--- src/rtl/mc_ctrl_pkg.sv ---
// Shared encodings for the multi-cycle MIPS main controller: select/op codes,
// opcode/funct constants, controller states and the decoded instruction class.
package mc_ctrl_pkg;

  localparam logic [1:0] RegDst_A3   = 2'd0;
  localparam logic [1:0] RegDst_A2   = 2'd1;
  localparam logic [1:0] RegDst_ra   = 2'd2;

  localparam logic [1:0] DataSrc_alu = 2'd0;
  localparam logic [1:0] DataSrc_dm  = 2'd1;
  localparam logic [1:0] DataSrc_ifu = 2'd2;

  localparam logic [1:0] NPC_PC4     = 2'd0;
  localparam logic [1:0] NPC_BRANCH  = 2'd1;
  localparam logic [1:0] NPC_JUMP    = 2'd2;
  localparam logic [1:0] NPC_JR      = 2'd3;

  localparam logic [1:0] EXT_ZERO    = 2'd0;
  localparam logic [1:0] EXT_SIGN    = 2'd1;
  localparam logic [1:0] EXT_LUI     = 2'd2;

  localparam logic [2:0] ALU_ADD     = 3'd0;
  localparam logic [2:0] ALU_SUB     = 3'd1;
  localparam logic [2:0] ALU_OR      = 3'd2;

  localparam logic [5:0] OP_RTYPE    = 6'h00;
  localparam logic [5:0] OP_J        = 6'h02;
  localparam logic [5:0] OP_JAL      = 6'h03;
  localparam logic [5:0] OP_BEQ      = 6'h04;
  localparam logic [5:0] OP_ORI      = 6'h0d;
  localparam logic [5:0] OP_LUI      = 6'h0f;
  localparam logic [5:0] OP_LW       = 6'h23;
  localparam logic [5:0] OP_SW       = 6'h2b;

  localparam logic [5:0] FN_JR       = 6'h08;
  localparam logic [5:0] FN_ADDU     = 6'h21;
  localparam logic [5:0] FN_SUBU     = 6'h23;

  typedef enum logic [2:0] {
    S_FETCH  = 3'd0,
    S_DECODE = 3'd1,
    S_EXEC   = 3'd2,
    S_MEM    = 3'd3,
    S_WB     = 3'd4
  } state_t;

  typedef enum logic [3:0] {
    C_NOP  = 4'd0,
    C_ADDU = 4'd1,
    C_SUBU = 4'd2,
    C_JR   = 4'd3,
    C_ORI  = 4'd4,
    C_LUI  = 4'd5,
    C_LW   = 4'd6,
    C_SW   = 4'd7,
    C_BEQ  = 4'd8,
    C_J    = 4'd9,
    C_JAL  = 4'd10
  } cls_t;

  typedef struct packed {
    logic       pc_wr;
    logic       ir_wr;
    logic [1:0] npc_op;
    logic       reg_write;
    logic [1:0] reg_dst;
    logic       alu_src;
    logic [1:0] ext_op;
    logic [2:0] alu_op;
    logic       mem_write;
    logic [1:0] data_src;
    logic       instr_done;
  } ctrl_t;

  // ALU operand/operation setup for a class; reused in EXEC, MEM and WB so the
  // registered ALU result is computed from the same controls throughout.
  function automatic ctrl_t alu_ctrl(input cls_t c);
    ctrl_t r;
    r = '0;
    case (c)
      C_ADDU: r.alu_op = ALU_ADD;
      C_SUBU,
      C_BEQ:  r.alu_op = ALU_SUB;
      C_ORI: begin
        r.alu_op  = ALU_OR;
        r.alu_src = 1'b1;
        r.ext_op  = EXT_ZERO;
      end
      C_LUI: begin
        r.alu_op  = ALU_OR;
        r.alu_src = 1'b1;
        r.ext_op  = EXT_LUI;
      end
      C_LW,
      C_SW: begin
        r.alu_op  = ALU_ADD;
        r.alu_src = 1'b1;
        r.ext_op  = EXT_SIGN;
      end
      default: ;
    endcase
    return r;
  endfunction

endpackage

--- src/rtl/mc_decode.sv ---
// Combinational instruction classifier: opcode/funct -> instruction class.
// Unrecognised encodings, including the all-zero nop, map to C_NOP.
module mc_decode
  import mc_ctrl_pkg::*;
(
  input  logic [5:0] opcode,
  input  logic [5:0] funct,
  output cls_t       cls
);

  // NOTE: assigning a default before the case keeps this purely combinational;
  // a path that leaves cls unassigned would infer a latch.
  always_comb begin
    cls = C_NOP;
    case (opcode)
      OP_RTYPE: begin
        case (funct)
          FN_ADDU: cls = C_ADDU;
          FN_SUBU: cls = C_SUBU;
          FN_JR:   cls = C_JR;
          default: cls = C_NOP;
        endcase
      end
      OP_ORI:  cls = C_ORI;
      OP_LUI:  cls = C_LUI;
      OP_LW:   cls = C_LW;
      OP_SW:   cls = C_SW;
      OP_BEQ:  cls = C_BEQ;
      OP_J:    cls = C_J;
      OP_JAL:  cls = C_JAL;
      default: cls = C_NOP;
    endcase
  end

endmodule

--- src/rtl/mc_ctrl.sv ---
// Multi-cycle main controller: sequences FETCH/DECODE/EXEC/MEM/WB and drives
// every datapath select and write enable from state plus the latched class.
module mc_ctrl
  import mc_ctrl_pkg::*;
(
  input  logic       clk,
  input  logic       reset,
  input  logic [5:0] opcode,
  input  logic [5:0] funct,
  input  logic       zero,
  output logic       PCWr,
  output logic       IRWr,
  output logic [1:0] NPCOp,
  output logic       RegWrite,
  output logic [1:0] RegDst,
  output logic       ALUSrc,
  output logic [1:0] ExtOp,
  output logic [2:0] ALUOp,
  output logic       MemWrite,
  output logic [1:0] DataSrc,
  output logic       InstrDone
);

  state_t state, next_state;
  cls_t   dec_cls, cls_q;
  ctrl_t  ctrl;

  mc_decode u_decode (
    .opcode (opcode),
    .funct  (funct),
    .cls    (dec_cls)
  );

  // NOTE: state is updated with non-blocking assignments so every register
  // samples its inputs from the same pre-edge values.
  always_ff @(posedge clk) begin
    if (reset) begin
      state <= S_FETCH;
      cls_q <= C_NOP;
    end else begin
      state <= next_state;
      if (state == S_DECODE) cls_q <= dec_cls;
    end
  end

  always_comb begin
    next_state = S_FETCH;
    case (state)
      S_FETCH:  next_state = S_DECODE;
      S_DECODE: begin
        case (dec_cls)
          C_J, C_JR, C_NOP: next_state = S_FETCH;
          C_JAL:            next_state = S_WB;
          default:          next_state = S_EXEC;
        endcase
      end
      S_EXEC: begin
        case (cls_q)
          C_BEQ:      next_state = S_FETCH;
          C_LW, C_SW: next_state = S_MEM;
          default:    next_state = S_WB;
        endcase
      end
      S_MEM:    next_state = (cls_q == C_LW) ? S_WB : S_FETCH;
      S_WB:     next_state = S_FETCH;
      default:  next_state = S_FETCH;
    endcase
  end

  // DECODE steers jumps from the live class since the class register is only
  // being loaded at the end of that cycle; later states use cls_q exclusively.
  always_comb begin
    ctrl = '0;
    case (state)
      S_FETCH: begin
        ctrl.ir_wr  = 1'b1;
        ctrl.pc_wr  = 1'b1;
        ctrl.npc_op = NPC_PC4;
      end
      S_DECODE: begin
        case (dec_cls)
          C_J, C_JAL: begin
            ctrl.pc_wr  = 1'b1;
            ctrl.npc_op = NPC_JUMP;
          end
          C_JR: begin
            ctrl.pc_wr  = 1'b1;
            ctrl.npc_op = NPC_JR;
          end
          default: ;
        endcase
        ctrl.instr_done = (dec_cls == C_J) || (dec_cls == C_JR) || (dec_cls == C_NOP);
      end
      S_EXEC: begin
        ctrl = alu_ctrl(cls_q);
        if (cls_q == C_BEQ) begin
          ctrl.pc_wr      = zero;
          ctrl.npc_op     = NPC_BRANCH;
          ctrl.instr_done = 1'b1;
        end
      end
      S_MEM: begin
        ctrl = alu_ctrl(cls_q);
        if (cls_q == C_SW) begin
          ctrl.mem_write  = 1'b1;
          ctrl.instr_done = 1'b1;
        end
      end
      S_WB: begin
        ctrl            = alu_ctrl(cls_q);
        ctrl.reg_write  = 1'b1;
        ctrl.instr_done = 1'b1;
        case (cls_q)
          C_ORI, C_LUI: begin
            ctrl.reg_dst  = RegDst_A2;
            ctrl.data_src = DataSrc_alu;
          end
          C_LW: begin
            ctrl.reg_dst  = RegDst_A2;
            ctrl.data_src = DataSrc_dm;
          end
          C_JAL: begin
            ctrl.reg_dst  = RegDst_ra;
            ctrl.data_src = DataSrc_ifu;
          end
          default: begin
            ctrl.reg_dst  = RegDst_A3;
            ctrl.data_src = DataSrc_alu;
          end
        endcase
      end
      default: ;
    endcase
    if (reset) ctrl = '0;
  end

  assign PCWr      = ctrl.pc_wr;
  assign IRWr      = ctrl.ir_wr;
  assign NPCOp     = ctrl.npc_op;
  assign RegWrite  = ctrl.reg_write;
  assign RegDst    = ctrl.reg_dst;
  assign ALUSrc    = ctrl.alu_src;
  assign ExtOp     = ctrl.ext_op;
  assign ALUOp     = ctrl.alu_op;
  assign MemWrite  = ctrl.mem_write;
  assign DataSrc   = ctrl.data_src;
  assign InstrDone = ctrl.instr_done;

endmodule

--- config.mk ---
export PLATFORM = sky130hd
export DESIGN_NAME = mc_ctrl
export DESIGN_NICKNAME = d
export VERILOG_FILES = /design/src/rtl/mc_ctrl_pkg.sv /design/src/rtl/mc_decode.sv /design/src/rtl/mc_ctrl.sv
export SDC_FILE = /design/constraint.sdc
export NUM_CORES = 1
export LEC_CHECK = 0
export CAP_MARGIN = 20
export CORE_MARGIN = 5
export CORE_UTILIZATION = 43
export DETAILED_ROUTE_END_ITERATION = 6
export GPL_ROUTABILITY_DRIVEN = 1
export GPL_TIMING_DRIVEN = 1
export PLACE_DENSITY_LB_ADDON = 0.1
export SYNTH_ARGS = -nofsm -noshare
export SYNTH_HDL_FRONTEND = slang
export SYNTH_SLANG_ARGS = --single-unit
export TNS_END_PERCENT = 50
--- constraint.sdc ---
create_clock -name clk -period 2.8 [get_ports clk]
set_input_delay 0.56 -clock clk [delete_from_list [all_inputs] [get_ports clk]]
set_output_delay 0.56 -clock clk [all_outputs]
set_load 0.01 [all_outputs]
# Word-level counts from Yosys, hierarchy flattened
# Cells that the tools add are included.
# W data, S select, Z words.
# word_totals
reg_bits	7
inputBits	15
out_inout_bits	17
# classes
n_eq_ne	24
muxes	22
reduce_logical	12
# ops
cell	n
$pmux W12 S3	1
$pmux W4 S8	1
$eq A6 B6 Y1 const B	4
$pmux W2 S2	5
$eq A6 B4 Y1 const B	3
$mux W17	1
$eq A4 B3 Y1 const B	4
$eq A4 B4 Y1 const B	4
$eq A6 B2 Y1 const B	2
$pmux W3 S2	2
$pmux W3 S4	1
$pmux W3 S3	1
$reduce_or A3 Y1	3
$eq A4 B2 Y1 const B	2
$reduce_or A2 Y1	4
$eq A3 B2 Y1 const B	2
$eq A6 B3 Y1 const B	1
$logic_not A6 Y1	1
$mux W1	6
$pmux W2 S3	1
$logic_not A4 Y1	1
$pmux W1 S4	1
$eq A3 B1 Y1 const B	1
$eq A3 B3 Y1 const B	1
other kinds (4)	5

# Depth between registers and ports, before layout
# Gate-level depths: netlist of run 1.
# depth
depth_word	8
depth_mapped	6

# Hierarchy
# A second synthesis of run 1 with hierarchy kept.
# unflattened
cells_unflattened	104
area_unflattened_um2	774.5
# modules_own_cells
module	instances	cells_each	area_per_inst_um2
mc_ctrl	1	79	606.8
mc_decode	1	25	167.7

# Least setup slack after synthesis of run 1
# Ideal clock, no wire load.
# synth_path
kind	input-to-output
startpoint	input port opcode[5]
endpoint	output port PCWr
t_arrival_ns	1.888
path_slack_ns	0.352
stages	6
path_buffers	1
path_cell_list	buf_6 and4b_4 o311ai_4 nand2_2 o2111a_1 a311o_1
# synth_via
elab_chain_cells	7
# synth_lines
element	line	source
start, declared	mc_ctrl.sv:8	input logic [5:0] opcode,
$eq A6 B2 Y1, or another cell as far along	mc_decode.sv:15	case (opcode)
$pmux W4 S8 (*)	mc_decode.sv:15	
$eq A4 B4 Y1 / $eq A4 B2 Y1 (equally long branches)	mc_ctrl.sv:81	case (dec_cls)
$reduce_or A3 Y1 (no line) (*)	n/a	
$mux W1 (*)	mc_ctrl.sv:81	
$pmux W1 S3 (*)	mc_ctrl.sv:74	case (state)
$mux W17 (*)	mc_ctrl.sv:134	if (reset) ctrl = '0;
end, declared	mc_ctrl.sv:11	output logic PCWr,
# Every way passes the cells marked *; elsewhere a longest branch is shown, timed or not.

# Worst setup path after layout of run 1
# layout_path
startpoint	input port opcode[0]
endpoint	output port PCWr
# The elaborated chain is that of the path after synthesis.

==> report_table.html, run 1 <==
<table>
<tr><th>Metric</th><th>Value</th></tr>
<tr><th colspan="2">Status</th></tr>
<tr><td>Run status</td><td>complete, no violations</td></tr>
<tr><th colspan="2">Clock tree</th></tr>
<tr><td>Clock Path Buffers</td><td>2</td></tr>
<tr><td>Clk slew on worst S/H paths</td><td>about 0.05 ns</td></tr>
<tr><td>Number of levels in the clock H-tree</td><td>1</td></tr>
<tr><td>Buffer cell driving the clock tree root</td><td>sky130_fd_sc_hd__clkbuf_4</td></tr>
<tr><td>Number of buffers created by CTS</td><td>3</td></tr>
<tr><td>Hold buffer count at cts</td><td>0</td></tr>
<tr><td>Clock Latency Late Sink</td><td>approximately 0.25 ns</td></tr>
<tr><td>Clock tree sinks</td><td>7</td></tr>
<tr><td>Clock tree from TritonCTS</td><td>done</td></tr>
<tr><th colspan="2">Synthesis</th></tr>
<tr><td>Library cell with the highest instance count after synthesis</td><td>sky130_fd_sc_hd__nor2_1</td></tr>
<tr><td>Count of flip-flops with a built-in enable after synthesis</td><td>0</td></tr>
<tr><td>Yosys warning total</td><td>0</td></tr>
<tr><td>Area of the mapped netlist</td><td>between 800 and 900 um^2</td></tr>
<tr><td>FF+latch count, synth</td><td>7</td></tr>
<tr><td>Cell count after synthesis</td><td>110</td></tr>
<tr><td>Number of distinct library cells after synthesis</td><td>46</td></tr>
<tr><td>Synth area leaders</td><td>sky130_fd_sc_hd__dfxtp_1 (17%), sky130_fd_sc_hd__nor3_1 (4.9%), sky130_fd_sc_hd__nor2_1 (4.6%), sky130_fd_sc_hd__nand2b_1 (3.9%), sky130_fd_sc_hd__nor2b_1 (3.9%)</td></tr>
<tr><td>Syn avg cell area</td><td>about 7.4 um^2</td></tr>
<tr><td>Dominant synthesized flop cell</td><td>sky130_fd_sc_hd__dfxtp_1</td></tr>
<tr><td>Area fraction of the dominant cell type after synthesis</td><td>between 10% and 20%</td></tr>
<tr><td>Library cell occupying the most area in the post-synthesis netlist</td><td>sky130_fd_sc_hd__dfxtp_1</td></tr>
<tr><td>Register area share after synthesis</td><td>17.3%</td></tr>
<tr><td>Number of nets produced by synthesis</td><td>125</td></tr>
<tr><td>Commonest cells in the synthesized netlist</td><td>sky130_fd_sc_hd__nor2_1 (10), sky130_fd_sc_hd__nor3_1 (8), sky130_fd_sc_hd__dfxtp_1 (7)</td></tr>
<tr><td>Async set-reset flop share out of synthesis</td><td>0%</td></tr>
<tr><th colspan="2">Worst setup path</th></tr>
<tr><td>Critical path start-end classification</td><td>primary input to output port</td></tr>
<tr><td>Reg-to-reg startpoint</td><td>state[0]</td></tr>
<tr><td>Cell chain of the critical path</td><td>dlygate4sd2_1 &gt; and4b_4 &gt; o311ai_4 &gt; nand2_2 &gt; o2111a_1 &gt; a311o_1 &gt; clkbuf_2</td></tr>
<tr><td>Crit path max fanout</td><td>5</td></tr>
<tr><td>Data required time of the worst path</td><td>roughly 2.2 ns</td></tr>
<tr><td>Capturing element type of the critical path</td><td>output port</td></tr>
<tr><td>Crit path launch</td><td>opcode[0]</td></tr>
<tr><td>Crit path largest cell delay</td><td>roughly 0.32 ns</td></tr>
<tr><td>Critical-path top delay cell</td><td>sky130_fd_sc_hd__a311o_1</td></tr>
<tr><td>Kind of start point of the critical path</td><td>primary input</td></tr>
<tr><td>Worst reg2reg setup slack</td><td>between 1 and 1.5 ns</td></tr>
<tr><td>Critical path arrival</td><td>roughly 2.2 ns</td></tr>
<tr><th colspan="2">Power</th></tr>
<tr><td>Power per unit of standard cell area</td><td>roughly 240 mW/mm^2</td></tr>
<tr><td>Total net switching power</td><td>just under 100 uW</td></tr>
<tr><td>Switching Share</td><td>a little under a third</td></tr>
<tr><td>Max VDD drop</td><td>~0.13 mV</td></tr>
<tr><td>Sequential Power Share</td><td>35.7%</td></tr>
<tr><td>Static Leakage</td><td>between 0.0005 and 0.0006 uW</td></tr>
<tr><td>Clock share of power</td><td>29.4%</td></tr>
<tr><td>Cell-internal power</td><td>about 210 uW</td></tr>
<tr><td>Combinational group share of total power</td><td>34.8%</td></tr>
<tr><th colspan="2">Final layout</th></tr>
<tr><td>Layout Cell Area excl Fill</td><td>0.00133 mm^2</td></tr>
<tr><td>Number of diodes</td><td>0</td></tr>
<tr><td>Filler Cells Inserted</td><td>~170</td></tr>
<tr><td>Area taken by multi-input logic gates</td><td>653 um^2</td></tr>
<tr><td>Cell Count, Final, Fillers Out</td><td>between 150 and 200</td></tr>
<tr><td>Storage element area</td><td>140 um^2</td></tr>
<tr><td>Nets@finish</td><td>between 150 and 200</td></tr>
<tr><td>Fraction of layout cells with a size suffix above 1</td><td>about 24%</td></tr>
<tr><td>Area growth, synth to finish</td><td>63.7%</td></tr>
<tr><th colspan="2">Timing</th></tr>
<tr><td>Hold violation count in the final report</td><td>0</td></tr>
<tr><td>Final critical-path share of the clock period</td><td>97.4%</td></tr>
<tr><td>Final critical path time including I/O delays and setup</td><td>2.73 ns</td></tr>
<tr><td>Setup repair after global routing missed its margin</td><td>false</td></tr>
<tr><td>Fmax</td><td>around 0.37 GHz</td></tr>
<tr><td>Final count of negative-setup-slack endpoints</td><td>0</td></tr>
<tr><td>Number of max-slew violations in the final report</td><td>0</td></tr>
<tr><td>Setup TNS</td><td>0 ns</td></tr>
<tr><td>Worst Clk Skew</td><td>around 0.007 ns</td></tr>
<tr><td>Hold WS</td><td>between 0.5 and 0.6 ns</td></tr>
<tr><th colspan="2">Routing</th></tr>
<tr><td>Post-DRT Antenna Nets</td><td>0</td></tr>
<tr><td>Routed vias</td><td>1066</td></tr>
<tr><td>Number of iterations in the first detailed-routing pass</td><td>4</td></tr>
<tr><td>Remaining design rule violation count</td><td>0</td></tr>
<tr><td>Routed length per placed instance</td><td>13.8 um</td></tr>
<tr><td>Aggregate routed wire length</td><td>about 2.5 mm</td></tr>
<tr><td>Violation count after the first detailed-routing iteration</td><td>22</td></tr>
<tr><td>Via count normalized by instance count</td><td>between 5 and 6</td></tr>
<tr><th colspan="2">Die</th></tr>
<tr><td>Chip height</td><td>about 53 um</td></tr>
<tr><td>Core ar.</td><td>around 0.0018 mm^2</td></tr>
<tr><td>Die Width</td><td>roughly 53 um</td></tr>
<tr><td>Initial standard-cell utilization of the core</td><td>around 46%</td></tr>
<tr><td>Die Area</td><td>0.00285 mm^2</td></tr>
<tr><td>Count of standard-cell rows</td><td>15</td></tr>
<tr><td>IO Count</td><td>32</td></tr>
<tr><th colspan="2">GRT</th></tr>
<tr><td>First-pass GRT wire length</td><td>approximately 4.2 mm</td></tr>
<tr><td>GRT overflow</td><td>0</td></tr>
<tr><td>Total routing usage reported by global routing</td><td>about a fifth</td></tr>
<tr><td>Vias in the first global route</td><td>approximately 1000</td></tr>
<tr><td>Largest net degree at the start of global routing</td><td>10</td></tr>
<tr><td>Antenna violations before repair</td><td>0</td></tr>
<tr><th colspan="2">Place</th></tr>
<tr><td>Number of instances in the placed design</td><td>approximately 180</td></tr>
<tr><td>Cell area after placement</td><td>approximately 0.0012 mm^2</td></tr>
<tr><td>Dpl hpwl</td><td>around 1.9 mm</td></tr>
<tr><td>Weighted congestion at the end of routability-driven global placement</td><td>0.810</td></tr>
<tr><td>Port Buf Inserts</td><td>30</td></tr>
<tr><th colspan="2">Hold path</th></tr>
<tr><td>Worst Min Path Start</td><td>cls_q[3]</td></tr>
<tr><td>Classification of the worst-slack hold path</td><td>flop to flop</td></tr>
<tr><th colspan="2">Job</th></tr>
<tr><td>Max-Cap Viols</td><td>0</td></tr>
</table>
==> cell families (layout without fill, tap and decap cells) <==
kind of cell	Yosys count	in the layout	synth area share, %
and+or+nand+nor	63	63	47.6
AOI/OAI and AO/OA	27	27	26.1
buffers and inverters	11	61	7.42
DFF	7	7	17.3
other	1	1	0.463
xor gates and xnor gates	1	1	1.08
==> placed cells by master, fill, tap and decap left out, types with 3 or more instances in the layout <==
master,instances
sky130_fd_sc_hd__nor2b_1,4
sky130_fd_sc_hd__nor2_1,10
sky130_fd_sc_hd__o21ai_0,3
sky130_fd_sc_hd__a21oi_1,4
sky130_fd_sc_hd__nand2_1,6
sky130_fd_sc_hd__inv_1,3
sky130_fd_sc_hd__buf_4,24
sky130_fd_sc_hd__dlygate4sd2_1,12
sky130_fd_sc_hd__clkbuf_4,3
sky130_fd_sc_hd__clkdlybuf4s50_1,16
sky130_fd_sc_hd__dfxtp_1,7
sky130_fd_sc_hd__nand2b_1,5
sky130_fd_sc_hd__nor3b_1,3
sky130_fd_sc_hd__nor3_1,7
sky130_fd_sc_hd__nor4_1,5
==> critical path: cells and delay by family <==
kind                   cells  cell delay, ns
buffers and inverters      2            0.40
AOI/OAI and AO/OA          3            0.88
and+or+nand+nor            2            0.33
==> per-layer routing <==
metal	global-route usage, %	vias up	wire (um)
li1	-	525	-
met1	19.7	481	1060
met2	38.4	48	1240
met3	1.13	12	118
met4	13.6	0	123
met5	0	-	0
==> through the flow <==
| stage | total power, uW | utilization (%) | setup WS [ns] |
|---|---|---|---|
| 4_1_cts | 311 | 74.4 | -0.0280 |
| 6_report | 313 | 75.1 | 0.0715 |
| 3_3_place_gp | 214 | 70.4 | -0.498 |
| 3_5_place_dp | 218 | 70.4 | -0.536 |
| 5_1_grt | 329 | 75.1 | 0.00493 |
| 2_1_floorplan | 163 | - | 0.352 |
==> repair_timing <==
action | in CTS | in global routing
endpoints found under the setup margin | 7 | 4
buffers inserted | 2 | 2
pin swaps | 4 | 3
resized for setup | 24 | 2
==> state kept, by name, summed over array words and instances (netlist names) <==
| name | count |
|---|---|
| cls_q | 4 |
| state | 3 |
==> area by class of cell <==
class	count	area share (%)
multi-input cells	92	49.3
repair buffers	54	34.9
flip-flops and latches	7	10.6
well taps	25	2.36
clock buffers	4	1.98
inverters	3	0.850
==> power groups by stage <==
stage	Sequential, uW	Combinational [uW]	Clock, uW
final	112	109	92.1
after floorplan	108	54.4	0
after global placement	113	101	0
after global routing	112	118	99.0
after detailed placement	113	104	0
after CTS	111	105	94.0
==> path summary, 6_finish.rpt <==
kind	depth (start not counted)	end
setup / recovery	7	PCWr
hold / removal	2	cls_q[3]
setup reg to reg	6	cls_q[1]
hold reg to reg	2	cls_q[3]
Note: power is estimated with default switching activity, not from simulation.
==> run 2: changes to the inputs <==
--- a/config.mk
+++ b/config.mk
@@ -7,11 +7,12 @@
 export LEC_CHECK = 0
 export CAP_MARGIN = 20
 export CORE_MARGIN = 5
-export CORE_UTILIZATION = 43
+export CORE_UTILIZATION = 45
 export DETAILED_ROUTE_END_ITERATION = 6
 export GPL_ROUTABILITY_DRIVEN = 1
 export GPL_TIMING_DRIVEN = 1
 export PLACE_DENSITY_LB_ADDON = 0.1
+export SLEW_MARGIN = 20
 export SYNTH_ARGS = -nofsm -noshare
 export SYNTH_HDL_FRONTEND = slang
 export SYNTH_SLANG_ARGS = --single-unit
==> constraint.sdc (replaced) <==
create_clock -name clk -period 3.2 [get_ports clk]
set_input_delay 0.64 -clock clk [delete_from_list [all_inputs] [get_ports clk]]
set_output_delay 0.64 -clock clk [all_outputs]
set_load 0.01 [all_outputs]
==> run 2 against run 1 <==
  * Sequential share of layout area increased by 0.22 points
  * Die area decreased by 3.6%
  * Combinational power decreased by 16%
  * Clock skew decreased by 0.0050 ns
  * Routed wire length decreased by 0.94%
  * Critical path depth decreased by 1
  * Utilization about the same
  * Non-clock buffer count decreased by 8
  * Via count decreased by 5.3%
  * Global-route usage increased by 0.43 points
  * Count of clock-buffer cells in the layout unchanged
  * Critical path type unchanged
  * Critical endpoint is now NPCOp[1]
  * Largest power group unchanged
==> report_table.html, run 2 (same netlist as run 1, synthesis figures left out) <==
<table>
<tr><th>Metric</th><th>Value</th></tr>
<tr><th colspan="2">Routing</th></tr>
<tr><td>Aggregate routed wire length</td><td>2.52 mm (-0.94%)</td></tr>
<tr><td>Via count normalized by instance count</td><td>5.70 (-1.1%)</td></tr>
<tr><td>Number of iterations in the first detailed-routing pass</td><td>4 (unchanged)</td></tr>
<tr><td>Routed length per placed instance</td><td>14.3 um (+3.5%)</td></tr>
<tr><td>Post-DRT Antenna Nets</td><td>0 (unchanged)</td></tr>
<tr><td>Remaining design rule violation count</td><td>0 (unchanged)</td></tr>
<tr><td>Routed vias</td><td>1009 (-5.3%)</td></tr>
<tr><td>Violation count after the first detailed-routing iteration</td><td>30 (+36%)</td></tr>
<tr><th colspan="2">Final layout</th></tr>
<tr><td>Largest registers in the final layout</td><td>cls_q (4), state (3)</td></tr>
<tr><td>Share of the core filled with cells</td><td>75.1% (about the same)</td></tr>
<tr><td>Number of flip-flops under the largest register name</td><td>4 (unchanged)</td></tr>
<tr><td>Most common cell after layout, fill and taps aside</td><td>sky130_fd_sc_hd__clkdlybuf4s50_1</td></tr>
<tr><td>Filler Cells Inserted</td><td>160 (-3.0%)</td></tr>
<tr><td>Nets@finish</td><td>168 (-4.5%)</td></tr>
<tr><td>Number of diodes</td><td>0 (unchanged)</td></tr>
<tr><td>Layout Cell Area excl Fill</td><td>0.00130 mm^2 (-2.1%)</td></tr>
<tr><td>Area growth, synth to finish</td><td>60.3%</td></tr>
<tr><td>Commonest non-fill, non-tap cells in the layout</td><td>sky130_fd_sc_hd__clkdlybuf4s50_1 (20), sky130_fd_sc_hd__buf_4 (15), sky130_fd_sc_hd__nor2_1 (10)</td></tr>
<tr><td>Largest register by flop count</td><td>cls_q</td></tr>
<tr><td>Fraction of layout cells with a size suffix above 1</td><td>19.7% (-4.6 points)</td></tr>
<tr><th colspan="2">Die</th></tr>
<tr><td>Chip height</td><td>52.4 um (-1.8%)</td></tr>
<tr><td>Die Width</td><td>52.4 um (-1.8%)</td></tr>
<tr><td>Count of standard-cell rows</td><td>15 (unchanged)</td></tr>
<tr><td>Initial standard-cell utilization of the core</td><td>46.9% (+1.0 points)</td></tr>
<tr><td>Die Area</td><td>0.00275 mm^2 (-3.6%)</td></tr>
<tr><td>IO Count</td><td>32 (unchanged)</td></tr>
<tr><td>Core ar.</td><td>0.00173 mm^2 (-2.1%)</td></tr>
<tr><th colspan="2">Power</th></tr>
<tr><td>Max VDD drop</td><td>0.145 mV (+11%)</td></tr>
<tr><td>Static Leakage</td><td>0.000519 uW (-3.6%)</td></tr>
<tr><td>Total power</td><td>271 uW (-14%)</td></tr>
<tr><td>Power per unit of standard cell area</td><td>209 mW/mm^2 (-12%)</td></tr>
<tr><th colspan="2">GRT</th></tr>
<tr><td>Antenna violations before repair</td><td>0 (unchanged)</td></tr>
<tr><td>Vias in the first global route</td><td>1044 (+2.2%)</td></tr>
<tr><td>Total routing usage reported by global routing</td><td>20.3% (+0.43 points)</td></tr>
<tr><td>GRT overflow</td><td>0 (unchanged)</td></tr>
<tr><td>First-pass GRT wire length</td><td>4.26 mm (+2.0%)</td></tr>
<tr><td>Largest net degree at the start of global routing</td><td>15 (+5)</td></tr>
<tr><th colspan="2">Place</th></tr>
<tr><td>Cell area after placement</td><td>0.00122 mm^2 (-2.0%)</td></tr>
<tr><td>Port Buf Inserts</td><td>30 (unchanged)</td></tr>
<tr><td>Post-Place Worst Slack</td><td>-0.298 ns (+0.237 ns)</td></tr>
<tr><td>Dpl hpwl</td><td>1.95 mm (+2.2%)</td></tr>
<tr><td>Weighted congestion at the end of routability-driven global placement</td><td>0.828 (+2.3%)</td></tr>
<tr><th colspan="2">Worst setup path</th></tr>
<tr><td>Capturing element type of the critical path</td><td>output port</td></tr>
<tr><td>Critical path start-end classification</td><td>primary input to output port</td></tr>
<tr><td>Crit path max fanout</td><td>3 (-2)</td></tr>
<tr><td>Worst reg2reg setup slack</td><td>1.58 ns (+0.30 ns)</td></tr>
<tr><td>Kind of start point of the critical path</td><td>primary input</td></tr>
<tr><td>Data required time of the worst path</td><td>2.56 ns (+0.32 ns)</td></tr>
<tr><td>Critical path arrival</td><td>2.46 ns (+0.29 ns)</td></tr>
<tr><th colspan="2">Timing</th></tr>
<tr><td>Final critical-path share of the clock period</td><td>between 90% and 100%</td></tr>
<tr><td>Final worst-path setup slack</td><td>0.0960 ns (+0.0245 ns)</td></tr>
<tr><td>Setup TNS</td><td>0 ns (unchanged)</td></tr>
<tr><td>Worst Clk Skew</td><td>0.00206 ns (-0.00497 ns)</td></tr>
<tr><td>Hold violation count in the final report</td><td>0 (unchanged)</td></tr>
<tr><td>Final count of negative-setup-slack endpoints</td><td>0 (unchanged)</td></tr>
<tr><td>Final critical path time including I/O delays and setup</td><td>between 3 and 4 ns</td></tr>
<tr><td>Number of max-slew violations in the final report</td><td>0 (unchanged)</td></tr>
<tr><td>Fmax</td><td>about 0.32 GHz</td></tr>
<tr><th colspan="2">Clock tree</th></tr>
<tr><td>Number of levels in the clock H-tree</td><td>1 (unchanged)</td></tr>
<tr><td>Number of buffers created by CTS</td><td>3 (unchanged)</td></tr>
<tr><td>Clock tree sinks</td><td>7 (unchanged)</td></tr>
<tr><td>Buffer cell driving the clock tree root</td><td>sky130_fd_sc_hd__clkbuf_4</td></tr>
<tr><td>Clk slew on worst S/H paths</td><td>0.05 ns (about the same)</td></tr>
<tr><td>Clock Path Buffers</td><td>2 (unchanged)</td></tr>
<tr><td>Hold buffer count at cts</td><td>0 (unchanged)</td></tr>
<tr><td>Clock tree from TritonCTS</td><td>done</td></tr>
<tr><td>Clock Latency Late Sink</td><td>0.25 ns (about the same)</td></tr>
<tr><th colspan="2">Job</th></tr>
<tr><td>Max-Cap Viols</td><td>0 (unchanged)</td></tr>
<tr><th colspan="2">Status</th></tr>
<tr><td>Run status</td><td>complete, no violations</td></tr>
<tr><th colspan="2">Hold path</th></tr>
<tr><td>Classification of the worst-slack hold path</td><td>flop to flop</td></tr>
</table>
run 2: changes by cell type in the layout (fill, tap and decap cells not counted):
cell / before / now
sky130_fd_sc_hd__buf_4: 24 / 15
sky130_fd_sc_hd__dlygate4sd2_1: 12 / 6
sky130_fd_sc_hd__buf_12: 0 / 1
sky130_fd_sc_hd__clkbuf_2: 1 / 0
sky130_fd_sc_hd__clkdlybuf4s50_1: 16 / 20
sky130_fd_sc_hd__dlymetal6s2s_1: 1 / 4
run 2: path summary, 6_finish.rpt:
path,startpoint,endpoint,cells after the start
min reg2reg,state[2],state[2],1
max,funct[1],NPCOp[1],6
min,state[2],state[2],1
max reg2reg,state[0],cls_q[0],5
run 2: timing repair:
action	CTS	global route
setup buffers	0	1
endpoints found under the setup margin	4	3
gates resized for setup	13	7
pin swaps	1	3
run 2: metal layers:
layer | track usage [%] | up-vias | share of wire (%)
met5 | 0 | - | 0
met4 | 6.81 | 0 | 1.3
met3 | 2.28 | 4 | 5.4
met2 | 41.5 | 37 | 54
met1 | 20.5 | 462 | 39
li1 | - | 506 | -
run 2: power breakdown:
part           total [uW]  leakage, uW  internal, uW  switching, uW
Sequential           97.7    0.0000571          91.0           6.71
Clock                80.7    0.0000150          47.6           33.1
Combinational        92.1     0.000447          47.3           44.8
Total                 271     0.000519           186           84.6
run 2: area by class of cell:
class / instances / area, um^2 / area share (%)
timing repair buffer: 46 / 435 / 33.6
clock buffer: 4 / 26.3 / 2.03
sequential: 7 / 140 / 10.8
tap: 25 / 31.3 / 2.41
inverter: 3 / 11.3 / 0.868
multi-input combinational: 92 / 653 / 50.3
run 2: through the flow:
stage,std cells,hold WS [ns]
floorplan,110,0.476
global placement,172,0.510
detailed placement,172,0.517
CTS,176,0.524
global route,177,0.585
finish,177,0.523
run 2: worst max-delay path, stage by stage:
cell                              delay, ns
sky130_fd_sc_hd__clkdlybuf4s50_1       0.47
sky130_fd_sc_hd__nor4b_4               0.31
sky130_fd_sc_hd__o21ai_2               0.12
sky130_fd_sc_hd__o21bai_1              0.14
sky130_fd_sc_hd__o2111a_1              0.23
sky130_fd_sc_hd__clkdlybuf4s50_1       0.55
==> run 3: changes to the inputs <==
--- a/config.mk
+++ b/config.mk
@@ -9,7 +9,6 @@
 export CORE_MARGIN = 5
 export CORE_UTILIZATION = 45
 export DETAILED_ROUTE_END_ITERATION = 6
-export GPL_ROUTABILITY_DRIVEN = 1
 export GPL_TIMING_DRIVEN = 1
 export PLACE_DENSITY_LB_ADDON = 0.1
 export SLEW_MARGIN = 20
==> results of run 3 <==
Same layout as run 2: the final DEF is identical, and so are final timing and power.
